[src/rtl/cplm_pkg.sv]
// Shared definitions for the complement/load/clear register sequencer:
// op codes, FSM states and the register next-value rule.
package cplm_pkg;

  localparam logic [1:0] OP_HOLD = 2'b00;
  localparam logic [1:0] OP_CPL  = 2'b01;
  localparam logic [1:0] OP_LOAD = 2'b10;
  localparam logic [1:0] OP_CLR  = 2'b11;

  typedef enum logic [1:0] {
    ST_IDLE  = 2'd0,
    ST_ISSUE = 2'd1,
    ST_CHECK = 2'd2,
    ST_RESP  = 2'd3
  } state_e;

  // Value the register holds after one cycle in mode op; callers truncate to their width.
  function automatic logic [31:0] shadow_next(input logic [1:0] op,
                                              input logic [31:0] data,
                                              input logic [31:0] cur);
    case (op)
      OP_CPL:  return ~cur;
      OP_LOAD: return data;
      OP_CLR:  return '0;
      default: return cur;
    endcase
  endfunction

endpackage

[src/rtl/cplm_cmd_fifo.sv]
// Synchronous command FIFO; full/empty derive only from registered pointers.
module cplm_cmd_fifo #(
  parameter int DW    = 6,
  parameter int DEPTH = 4
) (
  input  logic          clk,
  input  logic          rst_n,
  input  logic          push,
  input  logic [DW-1:0] push_data,
  input  logic          pop,
  output logic [DW-1:0] pop_data,
  output logic          full,
  output logic          empty
);

  localparam int AW = $clog2(DEPTH);

  logic [DW-1:0] mem [DEPTH];
  logic [AW:0]   wr_ptr;
  logic [AW:0]   rd_ptr;
  logic          do_push;
  logic          do_pop;

  // Extra pointer bit distinguishes full from empty when the indices match.
  assign full     = (wr_ptr[AW] != rd_ptr[AW]) && (wr_ptr[AW-1:0] == rd_ptr[AW-1:0]);
  assign empty    = (wr_ptr == rd_ptr);
  assign do_push  = push && !full;
  assign do_pop   = pop && !empty;
  assign pop_data = mem[rd_ptr[AW-1:0]];

  always_ff @(posedge clk or negedge rst_n) begin
    if (!rst_n) begin
      wr_ptr <= '0;
      rd_ptr <= '0;
    end else begin
      if (do_push) wr_ptr <= wr_ptr + 1'b1;
      if (do_pop)  rd_ptr <= rd_ptr + 1'b1;
    end
  end

  always_ff @(posedge clk) begin
    if (do_push) mem[wr_ptr[AW-1:0]] <= push_data;
  end

endmodule

[src/rtl/cplm_reg_sequencer.sv]
// Command-side initiator for the 4-bit complement/load/clear register: issues one
// mode cycle per command, checks the readback against a shadow and returns it.
module cplm_reg_sequencer
  import cplm_pkg::*;
#(
  parameter int WIDTH      = 4,
  parameter int FIFO_DEPTH = 4
) (
  input  logic             clk,
  input  logic             rst_n,
  input  logic             cmd_valid,
  output logic             cmd_ready,
  input  logic [1:0]       cmd_op,
  input  logic [WIDTH-1:0] cmd_data,
  output logic             S1,
  output logic             S0,
  output logic [WIDTH-1:0] parallel_data,
  input  logic [WIDTH-1:0] reg_in,
  output logic             rsp_valid,
  input  logic             rsp_ready,
  output logic [WIDTH-1:0] rsp_data,
  output logic             rsp_err,
  output logic             err_sticky,
  input  logic             err_clr,
  output logic             busy,
  output logic [1:0]       dbg_state
);

  // Handshakes: a command transfers on a clk edge with cmd_valid && cmd_ready, a
  // response on a clk edge with rsp_valid && rsp_ready; rsp_* hold while stalled.

  state_e           state;
  logic [1:0]       op_q;
  logic [WIDTH-1:0] data_q;
  logic [WIDTH-1:0] shadow;
  logic [1:0]       sel_q;
  logic             fifo_full;
  logic             fifo_empty;
  logic             fifo_pop;
  logic [WIDTH+1:0] head;
  logic [1:0]       head_op;
  logic [WIDTH-1:0] head_data;

  assign head_op   = head[WIDTH+1:WIDTH];
  assign head_data = (head_op == OP_LOAD) ? head[WIDTH-1:0] : '0;
  assign fifo_pop  = (state == ST_IDLE) && !fifo_empty;
  assign cmd_ready = !fifo_full;
  assign busy      = (state != ST_IDLE) || !fifo_empty;
  assign dbg_state = state;
  assign S1        = sel_q[1];
  assign S0        = sel_q[0];

  cplm_cmd_fifo #(
    .DW    (WIDTH + 2),
    .DEPTH (FIFO_DEPTH)
  ) u_fifo (
    .clk       (clk),
    .rst_n     (rst_n),
    .push      (cmd_valid),
    .push_data ({cmd_op, cmd_data}),
    .pop       (fifo_pop),
    .pop_data  (head),
    .full      (fifo_full),
    .empty     (fifo_empty)
  );

  always_ff @(posedge clk or negedge rst_n) begin
    if (!rst_n) begin
      state         <= ST_IDLE;
      op_q          <= OP_HOLD;
      data_q        <= '0;
      shadow        <= '0;
      sel_q         <= 2'b00;
      parallel_data <= '0;
      rsp_valid     <= 1'b0;
      rsp_data      <= '0;
      rsp_err       <= 1'b0;
      err_sticky    <= 1'b0;
    end else begin
      // Register mode lines idle unless this edge starts an ISSUE cycle.
      sel_q         <= 2'b00;
      parallel_data <= '0;
      if (err_clr) err_sticky <= 1'b0;
      case (state)
        ST_IDLE: begin
          if (!fifo_empty) begin
            op_q          <= head_op;
            data_q        <= head_data;
            sel_q         <= head_op;
            parallel_data <= head_data;
            state         <= ST_ISSUE;
          end
        end
        ST_ISSUE: begin
          shadow <= WIDTH'(shadow_next(op_q, 32'(data_q), 32'(shadow)));
          state  <= ST_CHECK;
        end
        ST_CHECK: begin
          rsp_data  <= reg_in;
          rsp_err   <= (reg_in != shadow);
          rsp_valid <= 1'b1;
          if (reg_in != shadow) begin
            shadow     <= reg_in;
            err_sticky <= 1'b1;
          end
          state <= ST_RESP;
        end
        ST_RESP: begin
          if (rsp_ready) begin
            rsp_valid <= 1'b0;
            state     <= ST_IDLE;
          end
        end
        default: state <= ST_IDLE;
      endcase
    end
  end

endmodule

[config.mk]
export PLATFORM = sky130hd
export DESIGN_NAME = cplm_reg_sequencer
export DESIGN_NICKNAME = d
export VERILOG_FILES = /design/src/rtl/cplm_pkg.sv /design/src/rtl/cplm_cmd_fifo.sv /design/src/rtl/cplm_reg_sequencer.sv
export SDC_FILE = /design/constraint.sdc
export NUM_CORES = 1
export LEC_CHECK = 0
export BUFFER_PORTS_ARGS = -buffer_cell sky130_fd_sc_hd__buf_2
export CORE_UTILIZATION = 60
export CTS_CLUSTER_DIAMETER = 50
export DETAILED_ROUTE_END_ITERATION = 6
export PLACE_DENSITY = 0.83
export SYNTH_ARGS = -nofsm -noshare
export SYNTH_HDL_FRONTEND = slang
export SYNTH_HIERARCHICAL = 1
export SYNTH_SLANG_ARGS = --single-unit
export TNS_END_PERCENT = 5
[constraint.sdc]
create_clock -name clk -period 5.25 [get_ports clk]
set_clock_uncertainty 0.1 [all_clocks]
set_input_delay 1.3125 -clock clk [delete_from_list [all_inputs] [get_ports clk]]
set_output_delay 1.3125 -clock clk [all_outputs]
set_load 0.03 [all_outputs]
==> flow_summary.ini <==
[worst_setup_path]
crit_slowest_cell = dfrtp_1
crit_fanout = 10
r2r_setup_slack_ns = 2.86
crit_path_frequent_cell = inv_1
critPathCaptureType = output pin
path_buf_inv = 3
critical_path.top_delay_family = flip-flops
worstPathRequired_ns = 3.84
startpoint_type = flop
startpoint = u_fifo/rd_ptr[0]$_DFFE_PN0P_
criticalPathCategory = reg -> out
critPathMaxStageDelay_ns = 0.59
critPathArrivalTime_ns = 1.93
rr_endpoint = data_q[0]$_DFFE_PN0P_
r2r_start = u_fifo/rd_ptr[0]$_DFFE_PN0P_
ff2ff_path_depth = 7
crit_path_cell_trace = xnor2_1, nand3_1, inv_1, inv_1, buf_2

[place]
portBuffers = 31
dp_hpwl_um = 3010
pre_cts_slack_ns = 2.33
place_congestion = 0.737

[sta]
worst_pin_slew_ns = 0.671
fin_crit_sh_pct = 63.6
rsz0062_at_grt = no
setup_tns_ns = 0
max_freq_ghz = 0.300
setup_viol = 0
final.min_clock_period_ns = 3.34
setup_ws_ns = 1.91
hold_violations = 0
slew_headroom_pct = 55.3
slew_viol_final = 0

[cells_and_area]
layout-drive-gt1-share_pct = 25.7
n_antenna_cell = 0
utilization_pct = 72.7
synthToLayoutAreaGrowth_pct = 11.7
nets = 238

[hold_path]
hp-start = data_q[2]$_DFFE_PN0P_
hold-path-endpoint = data_q[2]$_DFFE_PN0P_
hold_class = reg -> reg
hold_path_depth = 1

[clock_network]
cts_made_buffers = 5
cts_buffer_depth = 2
postCtsSetupBuffers = 0
cts_tree = done
htree_levels = 2
cts_resized = 0
clk_latency_ns = 0.31
cts.sinks = 55
ctsHoldBuffers = 0
clk_pin_slew_ns = 0.10
cts-root-buf = clkbuf_8

[drt]
routed_wl_um = 4250
drc = 0
wire_per_inst_um = 16.2
first_pass_iters = 4
ant_nets = 0
drt-initial-drc-count = 88
vias = 1461
avgViaCountPerCell = 5.58

[global_route]
grtUsageTotal_pct = 22.1
grt-busiest-layer = met2
grt-ovfl-total = 0
grt_use_met1_pct = 25.8
antenna_found_initial = 0
grt_max_degree = 32
use_met3_pct = 6.72
gr-usage-met2_pct = 38.6
grt_pass1_wl_um = 6790
grt_pass1_vias = 1443

[synthesis]
synth_cells = 179
ys_seq_area_share_pct = 60.6
synth_cell_types = 33
ys_ff_latch = 55
synth_warnings = 6
synth.avg_cell_area_sq_um = 13.8
netlist_area_sq_um = 2470
yosysTopAreaCell = dfrtp_1
synth.area.top_cells = dfrtp_1 31%, edfxtp_1 29%, mux4_2 5.5%, ha_1 5.1%, inv_1 2.7%
syn-num-nets = 204
synth_top_area_share_pct = 31.4

[floorplan]
die_h_um = 66.2
ios = 32
initial_core_util_pct = 65.1
die_area_sq_um = 4380
die_w_um = 66.2
coreArea_sq_um = 3800
rows = 22

[power]
peakVddDrop_v = 0.000347
power_leakage_nw = 1.21
power_density_nw_per_um2 = 633
power_w = 0.00175

[outcome]
status = completed

[flow_run]
cap_violations = 0
-- cell families (layout without fill, tap and decap cells) --
family,Yosys count,count (layout),synth area share (%)
fa+ha+maj,10,10,5.06
xor+xnor,13,13,5.22
flops,55,55,60.6
mux,15,15,9.57
buf+inv,22,57,3.85
simple gates,31,31,6.48
compound gates,33,33,9.27
-- routing by layer --
metal	vias to the layer above	share of wire (%)
li1	702	-
met1	713	42
met2	42	53
met3	4	4.6
met4	0	1.1
met5	-	0
-- through the flow --
stage               hold WS, ns  cells  area (sq um)
floorplan                 0.374    179          2470
global placement          0.386    254          2660
detailed placement        0.397    254          2660
finish                    0.418    262          2760
global route              0.444    262          2760
CTS                       0.421    262          2760
-- final cells by class --
cell class / count / area (sq um)
Fill cell: 275 / 1040
Sequential cell: 55 / 1500
Multi-Input combinational cell: 102 / 880
Inverter: 18 / 67.6
Tap cell: 48 / 60.1
Clock buffer: 5 / 68.8
Clock inverter: 3 / 33.8
Timing Repair Buffer: 31 / 155
-- how the worst max path moves through the flow --
stage                     cells past startpoint         to
after floorplan                               5  cmd_ready
final                                         5  cmd_ready
after global placement                        5  cmd_ready
after detailed placement                      4       busy
after global routing                          5  cmd_ready
after CTS                                     5  cmd_ready
-- sequential cells by signal (all words and copies together) (netlist names) --
| signal | count |
|---|---|
| u_fifo/mem | 24 |
| data_q | 4 |
| parallel_data | 4 |
| rsp_data | 4 |
| shadow | 4 |
| u_fifo/rd_ptr | 3 |
| u_fifo/wr_ptr | 3 |
| dbg_state | 2 |
| op_q | 2 |
| sel_q | 2 |
| err_sticky | 1 |
| rsp_err | 1 |
| rsp_valid | 1 |
-- power breakdown --
group          internal [W]  total (W)  switching, W
clock              0.000101   0.000250      0.000149
sequential         0.000594   0.000719      0.000125
combinational      0.000316   0.000780      0.000463
total               0.00101    0.00175      0.000738
-- placed cells by master (no fill, tap or decap), types with 2 or more instances in the layout --
cell      count
a21oi_1      10
nand2_1       7
ha_1         10
nor3_1        3
clkbuf_8      5
xor2_1        6
o22ai_1       2
and2_1        5
xor2_2        2
edfxtp_1     24
mux2_2        5
inv_1        18
a211oi_1      6
and3_1        3
o31ai_1       6
mux4_2        6
xnor2_1       5
mux2_1        4
a22o_1        4
nor2_1        7
nand2b_1      3
dfrtp_1      31
buf_2        31
-- cells in the mapped netlist, drive strengths merged --
master / n
xnor2: 5
nor3: 3
a21oi: 11
nor2b: 1
mux2: 9
nor4: 1
a21boi: 1
a31oi: 1
xor2: 8
ha: 10
edfxtp: 24
and3: 3
nand2: 7
nand3: 1
mux4: 6
dfrtp: 31
nand2b: 3
a211oi: 6
buf: 4
o31ai: 6
a21o: 1
a22o: 4
o22ai: 2
o21ai: 1
nor2: 7
and2: 5
inv: 18
Power figures use the tool's default switching activity.
